===== src/rtl/sw_test_status_pkg.sv =====
// Shared types and constants for the software test-status controller:
// FSM state encoding, recognised status codes and the default status address.
package sw_test_status_pkg;

    typedef enum logic [2:0] {
        StIdle    = 3'd0,
        StBootRom = 3'd1,
        StInTest  = 3'd2,
        StPassed  = 3'd3,
        StFailed  = 3'd4,
        StTimeout = 3'd5
    } test_state_e;

    localparam logic [15:0] CodeBootRom = 16'hB004;
    localparam logic [15:0] CodeInTest  = 16'h4354;
    localparam logic [15:0] CodePassed  = 16'h900D;
    localparam logic [15:0] CodeFailed  = 16'hBAAD;

    localparam logic [31:0] DefaultStatusAddr = 32'h411F_0080;

    // Terminal states are sticky until reset.
    function automatic logic is_terminal(input test_state_e s);
        return (s == StPassed) || (s == StFailed) || (s == StTimeout);
    endfunction

    function automatic logic is_code(input logic [15:0] d);
        return (d == CodeBootRom) || (d == CodeInTest) ||
               (d == CodePassed)  || (d == CodeFailed);
    endfunction

endpackage


===== src/rtl/sw_test_status_rr_arb.sv =====
// Combinational round-robin arbiter: the first requester at or after ptr_i
// (wrapping modulo NumReq) wins; grant is one-hot with its binary index.
module sw_test_status_rr_arb #(
    parameter int NumReq = 4
) (
    input  logic [NumReq-1:0]         req_i,
    input  logic [$clog2(NumReq)-1:0] ptr_i,
    output logic [NumReq-1:0]         gnt_o,
    output logic [$clog2(NumReq)-1:0] idx_o,
    output logic                      valid_o
);

    localparam int IdxW = $clog2(NumReq);

    logic [IdxW:0] cand;

    always_comb begin
        gnt_o   = '0;
        idx_o   = '0;
        valid_o = 1'b0;
        cand    = '0;
        for (int i = 0; i < NumReq; i++) begin
            // One extra bit so ptr + offset cannot overflow before the wrap.
            cand = {1'b0, ptr_i} + (IdxW + 1)'(i);
            if (cand >= (IdxW + 1)'(NumReq)) begin
                cand = cand - (IdxW + 1)'(NumReq);
            end
            if (!valid_o && req_i[cand[IdxW-1:0]]) begin
                valid_o                = 1'b1;
                gnt_o[cand[IdxW-1:0]]  = 1'b1;
                idx_o                  = cand[IdxW-1:0];
            end
        end
    end

endmodule


===== src/rtl/sw_test_status_ctrl.sv =====
// Arbitrates requester writes onto a single registered write port and tracks
// software test progress from status codes written to StatusAddr, with a watchdog.
module sw_test_status_ctrl
    import sw_test_status_pkg::*;
#(
    parameter int                   NumReq        = 4,
    parameter int                   AddrWidth     = 32,
    parameter logic [AddrWidth-1:0] StatusAddr    = AddrWidth'(DefaultStatusAddr),
    parameter int                   TimeoutCycles = 1_000_000
) (
    input  logic                        clk_i,
    input  logic                        rst_ni,
    input  logic [NumReq-1:0]           req_valid_i,
    input  logic [NumReq*AddrWidth-1:0] req_addr_i,
    input  logic [NumReq*16-1:0]        req_data_i,
    output logic [NumReq-1:0]           req_ready_o,
    output logic                        wr_valid_o,
    output logic [AddrWidth-1:0]        wr_addr_o,
    output logic [15:0]                 wr_data_o,
    output logic [2:0]                  test_state_o,
    output logic                        test_done_o,
    output logic                        test_passed_o
);

    localparam int IdxW = $clog2(NumReq);
    localparam int CntW = $clog2(TimeoutCycles + 1);

    // Handshake: requester i's write is taken on a rising clk_i edge where
    // req_valid_i[i] && req_ready_o[i]; ready is one-hot and only on a valid line.
    logic [NumReq-1:0]    gnt;
    logic [IdxW-1:0]      gnt_idx;
    logic                 gnt_any;
    logic [AddrWidth-1:0] sel_addr;
    logic [15:0]          sel_data;

    logic [IdxW-1:0]      rr_q, rr_d;
    logic                 wr_valid_q, wr_valid_d;
    logic [AddrWidth-1:0] wr_addr_q, wr_addr_d;
    logic [15:0]          wr_data_q, wr_data_d;
    test_state_e          state_q, state_d;
    logic [CntW-1:0]      cnt_q, cnt_d;
    logic                 done_q, done_d;
    logic                 passed_q, passed_d;
    logic                 code_hit;

    sw_test_status_rr_arb #(
        .NumReq (NumReq)
    ) u_arb (
        .req_i   (req_valid_i),
        .ptr_i   (rr_q),
        .gnt_o   (gnt),
        .idx_o   (gnt_idx),
        .valid_o (gnt_any)
    );

    assign req_ready_o = gnt;

    always_comb begin
        sel_addr = '0;
        sel_data = '0;
        for (int i = 0; i < NumReq; i++) begin
            if (gnt[i]) begin
                sel_addr = req_addr_i[i*AddrWidth +: AddrWidth];
                sel_data = req_data_i[i*16 +: 16];
            end
        end
    end

    always_comb begin
        rr_d       = rr_q;
        wr_valid_d = gnt_any;
        wr_addr_d  = wr_addr_q;
        wr_data_d  = wr_data_q;
        if (gnt_any) begin
            rr_d      = (gnt_idx == IdxW'(NumReq - 1)) ? '0 : gnt_idx + IdxW'(1);
            wr_addr_d = sel_addr;
            wr_data_d = sel_data;
        end
    end

    // Only the registered write is decoded, so state lags acceptance by two cycles.
    assign code_hit = wr_valid_q && (wr_addr_q == StatusAddr) && is_code(wr_data_q);

    always_comb begin
        state_d = state_q;
        cnt_d   = cnt_q;
        if (!is_terminal(state_q)) begin
            if (code_hit) begin
                cnt_d = '0;
                case (wr_data_q)
                    CodeBootRom: state_d = StBootRom;
                    CodeInTest:  state_d = StInTest;
                    CodePassed:  state_d = StPassed;
                    CodeFailed:  state_d = StFailed;
                    default:     state_d = state_q;
                endcase
            end else if (state_q == StInTest) begin
                // A code landing on the final watchdog cycle wins over the timeout.
                if (cnt_q == CntW'(TimeoutCycles - 1)) begin
                    state_d = StTimeout;
                end else begin
                    cnt_d = cnt_q + CntW'(1);
                end
            end
        end
        done_d   = is_terminal(state_d);
        passed_d = (state_d == StPassed);
    end

    always_ff @(posedge clk_i or negedge rst_ni) begin
        if (!rst_ni) begin
            rr_q       <= '0;
            wr_valid_q <= 1'b0;
            wr_addr_q  <= '0;
            wr_data_q  <= '0;
            state_q    <= StIdle;
            cnt_q      <= '0;
            done_q     <= 1'b0;
            passed_q   <= 1'b0;
        end else begin
            rr_q       <= rr_d;
            wr_valid_q <= wr_valid_d;
            wr_addr_q  <= wr_addr_d;
            wr_data_q  <= wr_data_d;
            state_q    <= state_d;
            cnt_q      <= cnt_d;
            done_q     <= done_d;
            passed_q   <= passed_d;
        end
    end

    assign wr_valid_o    = wr_valid_q;
    assign wr_addr_o     = wr_addr_q;
    assign wr_data_o     = wr_data_q;
    assign test_state_o  = state_q;
    assign test_done_o   = done_q;
    assign test_passed_o = passed_q;

endmodule


===== config.mk =====
export PLATFORM = sky130hd
export DESIGN_NAME = sw_test_status_ctrl
export DESIGN_NICKNAME = d
export VERILOG_FILES = /design/src/rtl/sw_test_status_pkg.sv /design/src/rtl/sw_test_status_rr_arb.sv /design/src/rtl/sw_test_status_ctrl.sv
export SDC_FILE = /design/constraint.sdc
export NUM_CORES = 1
export LEC_CHECK = 0
export BUFFER_PORTS_ARGS = -buffer_cell sky130_fd_sc_hd__buf_2
export CAP_MARGIN = 20
export CORE_MARGIN = 2
export CORE_UTILIZATION = 47
export CTS_CLUSTER_SIZE = 24
export DETAILED_ROUTE_END_ITERATION = 7
export HOLD_SLACK_MARGIN = 0.02
export PLACE_DENSITY = 0.84
export SKIP_LAST_GASP = 1
export SLEW_MARGIN = 20
export SYNTH_ARGS = -nofsm -noshare
export SYNTH_HDL_FRONTEND = slang
export SYNTH_HIERARCHICAL = 1
export SYNTH_SLANG_ARGS = --single-unit

===== constraint.sdc =====
create_clock -name clk_i -period 4.5 [get_ports clk_i]
set_input_delay 0.225 -clock clk_i [delete_from_list [all_inputs] [get_ports clk_i]]
set_output_delay 0.225 -clock clk_i [all_outputs]
set_load 0.01 [all_outputs]

**After elaboration in Yosys (flattened, before gate mapping)**

Index checks and enable logic that the tools add are counted.

- $add $sub $neg: 9
- Magnitude comparators: 12
- Equal/unequal tests: 15
- Muxes and demuxes: 49
- Bitwise logic cells: 4
- Reduce and logical (&&, ||, !) cells: 21

Operator list:

| operator | number |
|---|---|
| $mux 32 | 4 |
| $mux 16 | 4 |
| $mux 20 | 3 |
| $eq 16x16->1 const B | 3 |
| $eq 32x31->1 const B | 1 |
| $add 20x1->20 const B | 1 |
| $eq 20x20->1 const B | 1 |
| $mux 2 | 9 |
| $eq 16x15->1 const B | 1 |
| $mux 4 | 4 |
| $eq 3x3->1 const B | 4 |
| $lt 2x3->1 const B | 4 |
| $mux 1 | 12 |
| $mux 3 | 4 |
| $or 4x4->4 | 3 |
| $pmux 3 s4 | 1 |
| $eq 3x2->1 const B | 3 |
| $ge 3x3->1 const B | 3 |
| $logic_and 1x1->1 | 9 |
| $bmux 1 s2 | 4 |
| $demux 1 s2 | 4 |
| $ge 2x1->1 const B | 4 |
| $sub 2x1->2 const B | 4 |
| $logic_or 1x1->1 | 7 |
| other kinds (10) | 13 |

- Bits in registers: 76
- Input port bits: 198
- Output and inout bits: 58
- Logic and storage cells: 118

**Depth between registers and ports, before layout**

Gate-level depths: netlist of the first run.

- Word-level depth: 18
- Depth in mapped cells: 18
- Depth with buffers taken out: 13

**Modules after synthesis**

Netlist of the first run, hierarchy kept.

By module, submodules not included:

| module | instances | cells each | area each (µm²) | sequential area each (µm²) |
|---|---|---|---|---|
| sw_test_status_ctrl | 1 | 653 | 4,929.7 | 1,901.8 |
| sw_test_status_rr_arb | 1 | 45 | 421.7 | 0.0 |

**Worst setup path before layout of the first run**

No wires, ideal clock.

- Path type: register to register
- Start: register rr_q[0]
- End: register wr_data_q[6] (netlist: wr_data_o[6])
- Arrival: 3,339 ps
- Required time: 4,423 ps
- Slack: 1,083 ps
- Stages on the path, launching flop included: 18
- Path through: dfrtp_1 > buf_6 > inv_1 > ha_1 > mux4_2 > buf_6 > and2b_2 > a22oi_1 > o21ai_0 > nor2b_1 > clkbuf_1 > buf_1 > a22oi_1 > nor2_1 > a21oi_1 > nor2_1 > a21oi_1 > a21oi_1

- Cells in the longest elaborated chain, start to end: 18
- Elaborated cells on any way between the ends: 64

Ends and longest elaborated chain:

| item | line | source |
|---|---|---|
| start: declaration | sw_test_status_ctrl.sv:36 | `logic [IdxW-1:0] rr_q, rr_d;` |
| start signal: assignment | sw_test_status_ctrl.sv:121 | `rr_q <= rr_d;` |
| parallel branches: the longest is 13 deep, another holds $add 2x1->3 | - |  |
| $mux 4 (*) | sw_test_status_rr_arb.sv:28 | `if (!valid_o && req_i[cand[IdxW-1:0]]) begin` |
| net req_ready_o[0] | sw_test_status_ctrl.sv:16 | `output logic [NumReq-1:0] req_ready_o,` |
| $mux 16 (*) (4 in a row) | sw_test_status_ctrl.sv:62 | `if (gnt[i]) begin` |
| end signal: assignment | sw_test_status_ctrl.sv:124 | `wr_data_q <= wr_data_d;` |
| end: declaration | sw_test_status_ctrl.sv:39 | `logic [15:0] wr_data_q, wr_data_d;` |

Mark *: on every way through the listed nets, which the timed path passes. The select of a mux whose other input is x is not followed.
A chain may end at the register's enable or synchronous reset.

**Final worst setup path of the first run**

- Start: register rr_q[0]
- End: register wr_addr_q[22] (netlist: wr_addr_o[22])

- Cells in the longest elaborated chain, start to end: 18
- Elaborated cells on any way between the ends: 64

Ends and longest elaborated chain:

| item | line | source |
|---|---|---|
| parallel branches: the longest is 18 deep, another holds $add 2x1->3 | - |  |
| end signal: assignment | sw_test_status_ctrl.sv:123 | `wr_addr_q <= wr_addr_d;` |
| end: declaration | sw_test_status_ctrl.sv:38 | `logic [AddrWidth-1:0] wr_addr_q, wr_addr_d;` |

Several ways; the timed one is not identified. The select of a mux whose other input is x is not followed.

==> results of run 1 <==
==> power by group through the flow <==
stage / Combinational, µW / Clock [µW] / Sequential (µW)
floorplan: 2360 / 0 / 1210
global placement: 3200 / 0 / 1180
detailed placement: 3280 / 0 / 1190
CTS: 3290 / 728 / 1180
global route: 3790 / 758 / 1220
finish: 3380 / 724 / 1180
==> worst max-delay path, cell delays in order, from the launching register on <==
cell	delay, ns
dfrtp_1	0.68
inv_1	0.14
ha_1	0.38
mux4_2	0.44
and2b_2	0.30
a22oi_1	0.06
o21ai_0	0.39
nor2b_4	0.46
buf_4	0.38
a22oi_1	0.12
nor2_1	0.13
a21oi_1	0.05
nor2_1	0.12
a21oi_1	0.05
a21oi_1	0.14
==> registers in the layout, summed over array words and instances, names as in the netlist <==
register       flops
wr_addr_o         32
wr_valid_o         1
test_done_o        1
test_passed_o      1
test_state_o       3
wr_data_o         16
rr_q               2
cnt_q             20
==> cell usage in the layout (no fill, tap or decap), types with 3 or more instances in the layout <==
| cell | Yosys | final |
|---|---|---|
| nor4_1 | 12 | 12 |
| o211ai_1 | 5 | 5 |
| o31ai_1 | 4 | 4 |
| buf_4 | 0 | 7 |
| a22oi_1 | 56 | 56 |
| a21oi_1 | 159 | 159 |
| o21ai_1 | 13 | 13 |
| or3_1 | 13 | 13 |
| clkbuf_16 | 0 | 9 |
| nand2b_1 | 7 | 6 |
| o21ai_0 | 10 | 7 |
| clkinvlp_4 | 0 | 3 |
| buf_2 | 0 | 254 |
| diode_2 | 0 | 3 |
| dfrtp_1 | 76 | 76 |
| or4_1 | 10 | 10 |
| o21ai_4 | 0 | 3 |
| and3_1 | 4 | 4 |
| nor4b_1 | 5 | 5 |
| mux2i_1 | 7 | 7 |
| nand4_1 | 6 | 6 |
| ha_1 | 7 | 7 |
| nor3_1 | 4 | 4 |
| inv_1 | 10 | 10 |
| nand4b_1 | 5 | 5 |
| nand2_1 | 29 | 29 |
| mux2_2 | 3 | 3 |
| nor2b_1 | 4 | 3 |
| nor2_1 | 153 | 153 |
| nand3_1 | 12 | 12 |
| clkinv_2 | 0 | 3 |
==> layer usage <==
metal | global-route usage | part of all wire
met3 | 0.0738 | 0.076
met2 | 0.472 | 0.49
met5 | 0 | 0
met4 | 0.123 | 0.035
met1 | 0.350 | 0.40
==> final cells by class <==
cell class | instances | area (µm²) | area share
clock buffer | 9 | 225 | 0.0320
inverter | 10 | 37.5 | 0.00534
antenna | 3 | 7.51 | 0.00107
tap | 140 | 175 | 0.0249
timing repair buffer | 263 | 1370 | 0.195
sequential | 76 | 1900 | 0.271
clock inverter | 7 | 67.6 | 0.00961
multi-input combinational | 560 | 3240 | 0.461
==> kinds of logic (layout without fill, tap and decap cells) <==
group | Yosys count | in the layout | synth area share
AO/OA/AOI/OAI | 260 | 260 | 0.289
adder cells (fa/ha/maj) | 7 | 7 | 0.0164
buffers and inverters | 62 | 289 | 0.0477
flip-flops | 76 | 76 | 0.355
multiplexers | 14 | 14 | 0.0376
other | 0 | 3 | 0
AND/OR/NAND/NOR | 279 | 279 | 0.254
==> stage by stage <==
stage	instances	total power, µW	worst slack, ns
final	1068	5280	0.543
after global routing	1068	5770	0.117
after CTS	1064	5200	0.570
after detailed placement	1048	4470	0.587
after global placement	1048	4380	0.752
after floorplan	698	3570	1.08
==> worst max-delay path by stage <==
| stage | start | slack, ns | end | cells past startpoint |
|---|---|---|---|---|
| floorplan | rr_q[0] | 1.08 | wr_data_o[6] | 17 |
| global placement | rr_q[0] | 0.75 | wr_addr_o[29] | 9 |
| detailed placement | rr_q[0] | 0.59 | wr_addr_o[0] | 14 |
| CTS | rr_q[0] | 0.57 | wr_addr_o[0] | 14 |
| global route | rr_q[0] | 0.12 | wr_addr_o[11] | 14 |
| finish | rr_q[0] | 0.54 | wr_addr_o[22] | 14 |
==> impl_metrics.tcl, run 1 <==
set metrics [dict create \
    reg2reg_from "rr_q[0]" \
    drive_above_1_share 0.323 \
    timing.rr.end "wr_addr_o[22]" \
    ys_types 55 \
    arrival_ns 4.21 \
    ys_seq_elements 76 \
    syn_inst 698 \
    layout-area-overhead-vs-synth_pct 31.4 \
    grt_setup_unrepaired "false" \
    cts_hold_buf 0 \
    grt_pass1_vias 5804 \
    cp-end-kind "flip-flop" \
    avgSynthCellArea_um2 7.67 \
    status "finished, final reports clean" \
    fin_skew_ns 0.00764 \
    clk_latency_ns 0.34 \
    drv_slew 0 \
    synth_top_area_cell "dfrtp_1" \
    viasPerCell 5.86 \
    post-route-drc-count 0 \
    port_buffers 255 \
    synth_area_um2 5350 \
    num_vias 6255 \
    cts_setup_buffers 0 \
    synth_top_area_share 0.355 \
    cp.required_ns 4.75 \
    wl_per_cell_um 16.7 \
    clockRootBuffer "clkbuf_16" \
    cts_tree "done" \
    fin_area_um2 7030 \
    die_x_um 111 \
    hold_class "primary input to async pin" \
    reg2reg_depth 14 \
    core_um2 11000 \
    setup_viol 0 \
    routed_wl_mm 17.9 \
    ys_warn_count 6 \
    worstSetupPathType "flip-flop to flip-flop" \
    dp_hpwl_mm 13.5 \
    seqPwrFrac 0.223 \
    synth_fp_nets 903 \
    cts_made_buffers 9 \
    fmax_ghz 0.253 \
    drt-initial-drc-count 327 \
    synthMostInstantiatedCell "a21oi_1" \
    worstMarginPinSlew_ns 0.983 \
    crit_fanout 29 \
    ctsResizeCount 0 \
    ys.flop_type "dfrtp_1" \
    overflow 0 \
    ios 256 \
    peakVddDrop_v 0.000485 \
    synthArstFlopShare 1.00 \
    fin_crit_sh 0.879 \
    p_int_uw 2730 \
    grt_max_degree 100 \
    cap_viol_max_count 0 \
    swShare 0.483 \
    clkPwrFrac 0.137 \
    grt_usage 0.284 \
    die-area_um2 12300 \
    grt_pass1_wl_mm 28.5 \
    power.density_nw_per_um2 752 \
    regToRegSetupSlack_ns 0.54 \
    nets 1125 \
    clock_path_buffers 2 \
    firstDrtPassIters 5 \
    finalCoreUtilization 0.640 \
    layout_min_cycle_time_ns 3.96 \
    dpl-instance-area_um2 6700 \
    place_congestion 0.925 \
    cts.clk_slew.worst_paths_ns 0.06 \
    initial_core_util 0.487 \
    comb_power_share 0.640 \
    synth-edff-count 0 \
    slew_headroom 0.345 \
    final_antenna_net_count 0 \
    startpoint_type "flip-flop" \
    synth_common_cells "a21oi_1, nor2_1, dfrtp_1" \
    rows 38 \
    yosysSeqAreaShare 0.355 \
    clock-sinks 76 \
    p_leak_uw 0.00340 \
    ys_top_cells_by_area "dfrtp_1, a21oi_1, nor2_1" \
    hold_viol 0 \
    finalSetupTns_ns 0 \
    fillCellCount 987 \
    p_sw_uw 2550 \
    holdWs_ns 0.0336 \
    antenna_found_initial 3 \
    htree_levels 3 \
    floorplan.die.height_um 111 \
]
(Power assumes the default switching activity.)
==> run 2, diff against run 1 <==
--- a/config.mk
+++ b/config.mk
@@ -5,14 +5,16 @@
 export SDC_FILE = /design/constraint.sdc
 export NUM_CORES = 1
 export LEC_CHECK = 0
+export ABC_AREA = 1
 export BUFFER_PORTS_ARGS = -buffer_cell sky130_fd_sc_hd__buf_2
 export CAP_MARGIN = 20
 export CORE_MARGIN = 2
-export CORE_UTILIZATION = 47
+export CORE_UTILIZATION = 49
 export CTS_CLUSTER_SIZE = 24
 export DETAILED_ROUTE_END_ITERATION = 7
 export HOLD_SLACK_MARGIN = 0.02
-export PLACE_DENSITY = 0.84
+export PLACE_DENSITY = 0.86
+export SETUP_SLACK_MARGIN = 0.02
 export SKIP_LAST_GASP = 1
 export SLEW_MARGIN = 20
 export SYNTH_ARGS = -nofsm -noshare
==> impl_metrics.tcl, run 2 <==
set metrics [dict create \
    yosys.area_share.simple 0.328 \
    routed_wl_mm 19.1 \
    fin_crit_sh 0.735 \
    final_antenna_net_count 0 \
    synthArstFlopShare 1.00 \
    synthMostInstantiatedCell "nand2_1" \
    synthAdderAreaFrac 0.0152 \
    finalSetupTns_ns 0 \
    clockRootBuffer "clkbuf_16" \
    cts_made_buffers 9 \
    ys_types 35 \
    layout_min_cycle_time_ns 3.31 \
    ys_top_cells_by_area "dfrtp_1, nand2_1, nor2_1" \
    cts_tree "done" \
    grt_pass1_vias 6590 \
    hold_viol 0 \
    status "finished, final reports clean" \
    overflow 0 \
    peakVddDrop_v 0.000503 \
    grt_setup_unrepaired "false" \
    num_vias 6870 \
    ctsResizeCount 0 \
    clock_path_buffers 2 \
    fin_skew_ns 0.00414 \
    grt_usage 0.306 \
    synth_compound_area_frac 0.223 \
    port_buffers 255 \
    ys_seq_elements 76 \
    drv_slew 0 \
    final_common_cell "buf_2" \
    synth_xor_area_frac 0.0167 \
    drive_above_1_share 0.294 \
    reg2reg_depth 12 \
    post-route-drc-count 0 \
    crit_fanout 29 \
    nets 1305 \
    cts.clk_slew.worst_paths_ns 0.06 \
    worstSetupPathType "flip-flop to flip-flop" \
    initial_core_util 0.503 \
    die_x_um 112 \
    dp_hpwl_mm 14.7 \
    htree_levels 3 \
    p_leak_uw 0.00374 \
    largest_reg_flops 32 \
    cp-end-kind "flip-flop" \
    synth_area_um2 5760 \
    timing.rr.end "wr_addr_o[7]" \
    holdWs_ns 0.144 \
    synth_fp_nets 1075 \
    viasPerCell 5.51 \
    arrival_ns 3.50 \
    cts_setup_buffers 0 \
    synth_top_area_share 0.330 \
    place_congestion 0.972 \
    layout-area-overhead-vs-synth_pct 28.6 \
    rows 39 \
    ios 256 \
    cap_viol_max_count 0 \
    cp-endpoint "wr_addr_o[7]" \
    avgSynthCellArea_um2 6.62 \
    ys.flop_type "dfrtp_1" \
    grt_max_degree 79 \
    floorplan.die.height_um 112 \
    synth_top_family_by_area "simple AND/OR/NAND/NOR gates" \
    grt_pass1_wl_mm 31.3 \
    ys_warn_count 6 \
    regToRegSetupSlack_ns 1.19 \
    place_ws_ns 1.27 \
    setup_viol 0 \
    startpoint_type "flip-flop" \
    clock-sinks 76 \
    yosysSeqAreaShare 0.330 \
    synth-edff-count 0 \
    dpl-instance-area_um2 7100 \
    antenna_found_initial 0 \
    cp.required_ns 4.70 \
    firstDrtPassIters 6 \
    finalWorstSetupSlack_ns 1.19 \
    wl_per_cell_um 15.3 \
    reg2reg_from "rr_q[0]" \
    synth_common_cells "nand2_1, nor2_1, o21ai_0" \
    synthMuxAreaShare 0 \
    fin_area_um2 7410 \
    total_power_uw 5680 \
    antenna_cells 0 \
    worstMarginPinSlew_ns 0.745 \
    hold_class "primary input to flip-flop" \
    power.density_nw_per_um2 766 \
    critPathLaunch "rr_q[0]" \
    die-area_um2 12600 \
    slew_headroom 0.503 \
    final_cell_mix "buf_2, nand2_1, nor2_1" \
    clk_latency_ns 0.34 \
    drt-initial-drc-count 624 \
    syn_inst 870 \
    core_um2 11500 \
    synth_top_area_cell "dfrtp_1" \
    fmax_ghz 0.303 \
]
run 2: changes by cell type in the layout (fill, tap and decap cells not counted), moves of 24 or more:
cell / before / now
a21oi_1: 159 / 49
inv_1: 10 / 64
nand2_1: 29 / 201
nor2_1: 153 / 129
o21ai_0: 7 / 78
o22ai_1: 0 / 28
run 2: report_power, final:
part           leakage [µW]  switching, µW  internal (µW)
combinational       0.00262           2470           1330
clock              0.000135            275            399
sequential         0.000980            225            973
run 2: logic make-up (layout without fill, tap and decap cells):
logic type,Yosys count,count (layout)
buffers and inverters,123,357
flip-flops,76,76
AO/OA/AOI/OAI,222,222
adder cells (fa/ha/maj),7,7
XOR/XNOR,11,11
AND/OR/NAND/NOR,431,431
run 2: cell type report:
cell class,instances,area (µm²)
Tap cell,143,179
Sequential cell,76,1900
Inverter,78,305
Multi-Input combinational cell,671,3390
Fill cell,1040,4060
Clock buffer,13,260
Timing Repair Buffer,264,1370
Clock inverter,2,10.0
run 2: per-stage QoR:
step,utilization,cells
4_1_cts,0.642,1245
3_5_place_dp,0.619,1230
3_3_place_gp,0.619,1230
5_1_grt,0.646,1247
2_1_floorplan,-,870
6_report,0.646,1247
run 2: how the worst min path moves through the flow:
| stage | from | endpoint | slack, ns | depth (start not counted) |
|---|---|---|---|---|
| 2_1_floorplan | rst_ni | cnt_q[0] | -0.07 | 0 |
| 3_3_place_gp | rst_ni | wr_data_o[15] | 0.44 | 1 |
| 3_5_place_dp | rst_ni | wr_data_o[7] | 0.45 | 1 |
| 4_1_cts | rst_ni | wr_data_o[7] | 0.08 | 1 |
| 5_1_grt | req_data_i[60] | wr_data_o[12] | 0.15 | 3 |
| 6_report | req_addr_i[119] | wr_addr_o[23] | 0.14 | 3 |
run 2: worst max-delay path, cell delays in order, from the launching register on:
cell and delay (ns):
dfrtp_1 0.54, inv_2 0.17, ha_1 0.40, inv_1 0.10, nand3_1 0.09, nand2_1 0.05, nor2_1 0.30, a21oi_1 0.13
nand3_2 0.10, clkinv_1 0.54, buf_4 0.48, nor2_1 0.14, o22ai_1 0.09
run 2: timing repair:
action	in CTS	in global routing
endpoints found under the hold margin	0	22
hold buffers	0	1
endpoints found under the setup margin	0	0
run 2: layer usage:
metal	vias to the layer above	global-route usage	wire length, µm
met4	0	0.107	564
met5	-	0	0
met1	3124	0.388	7660
li1	3388	-	-
met3	44	0.0648	1470
met2	314	0.518	9410
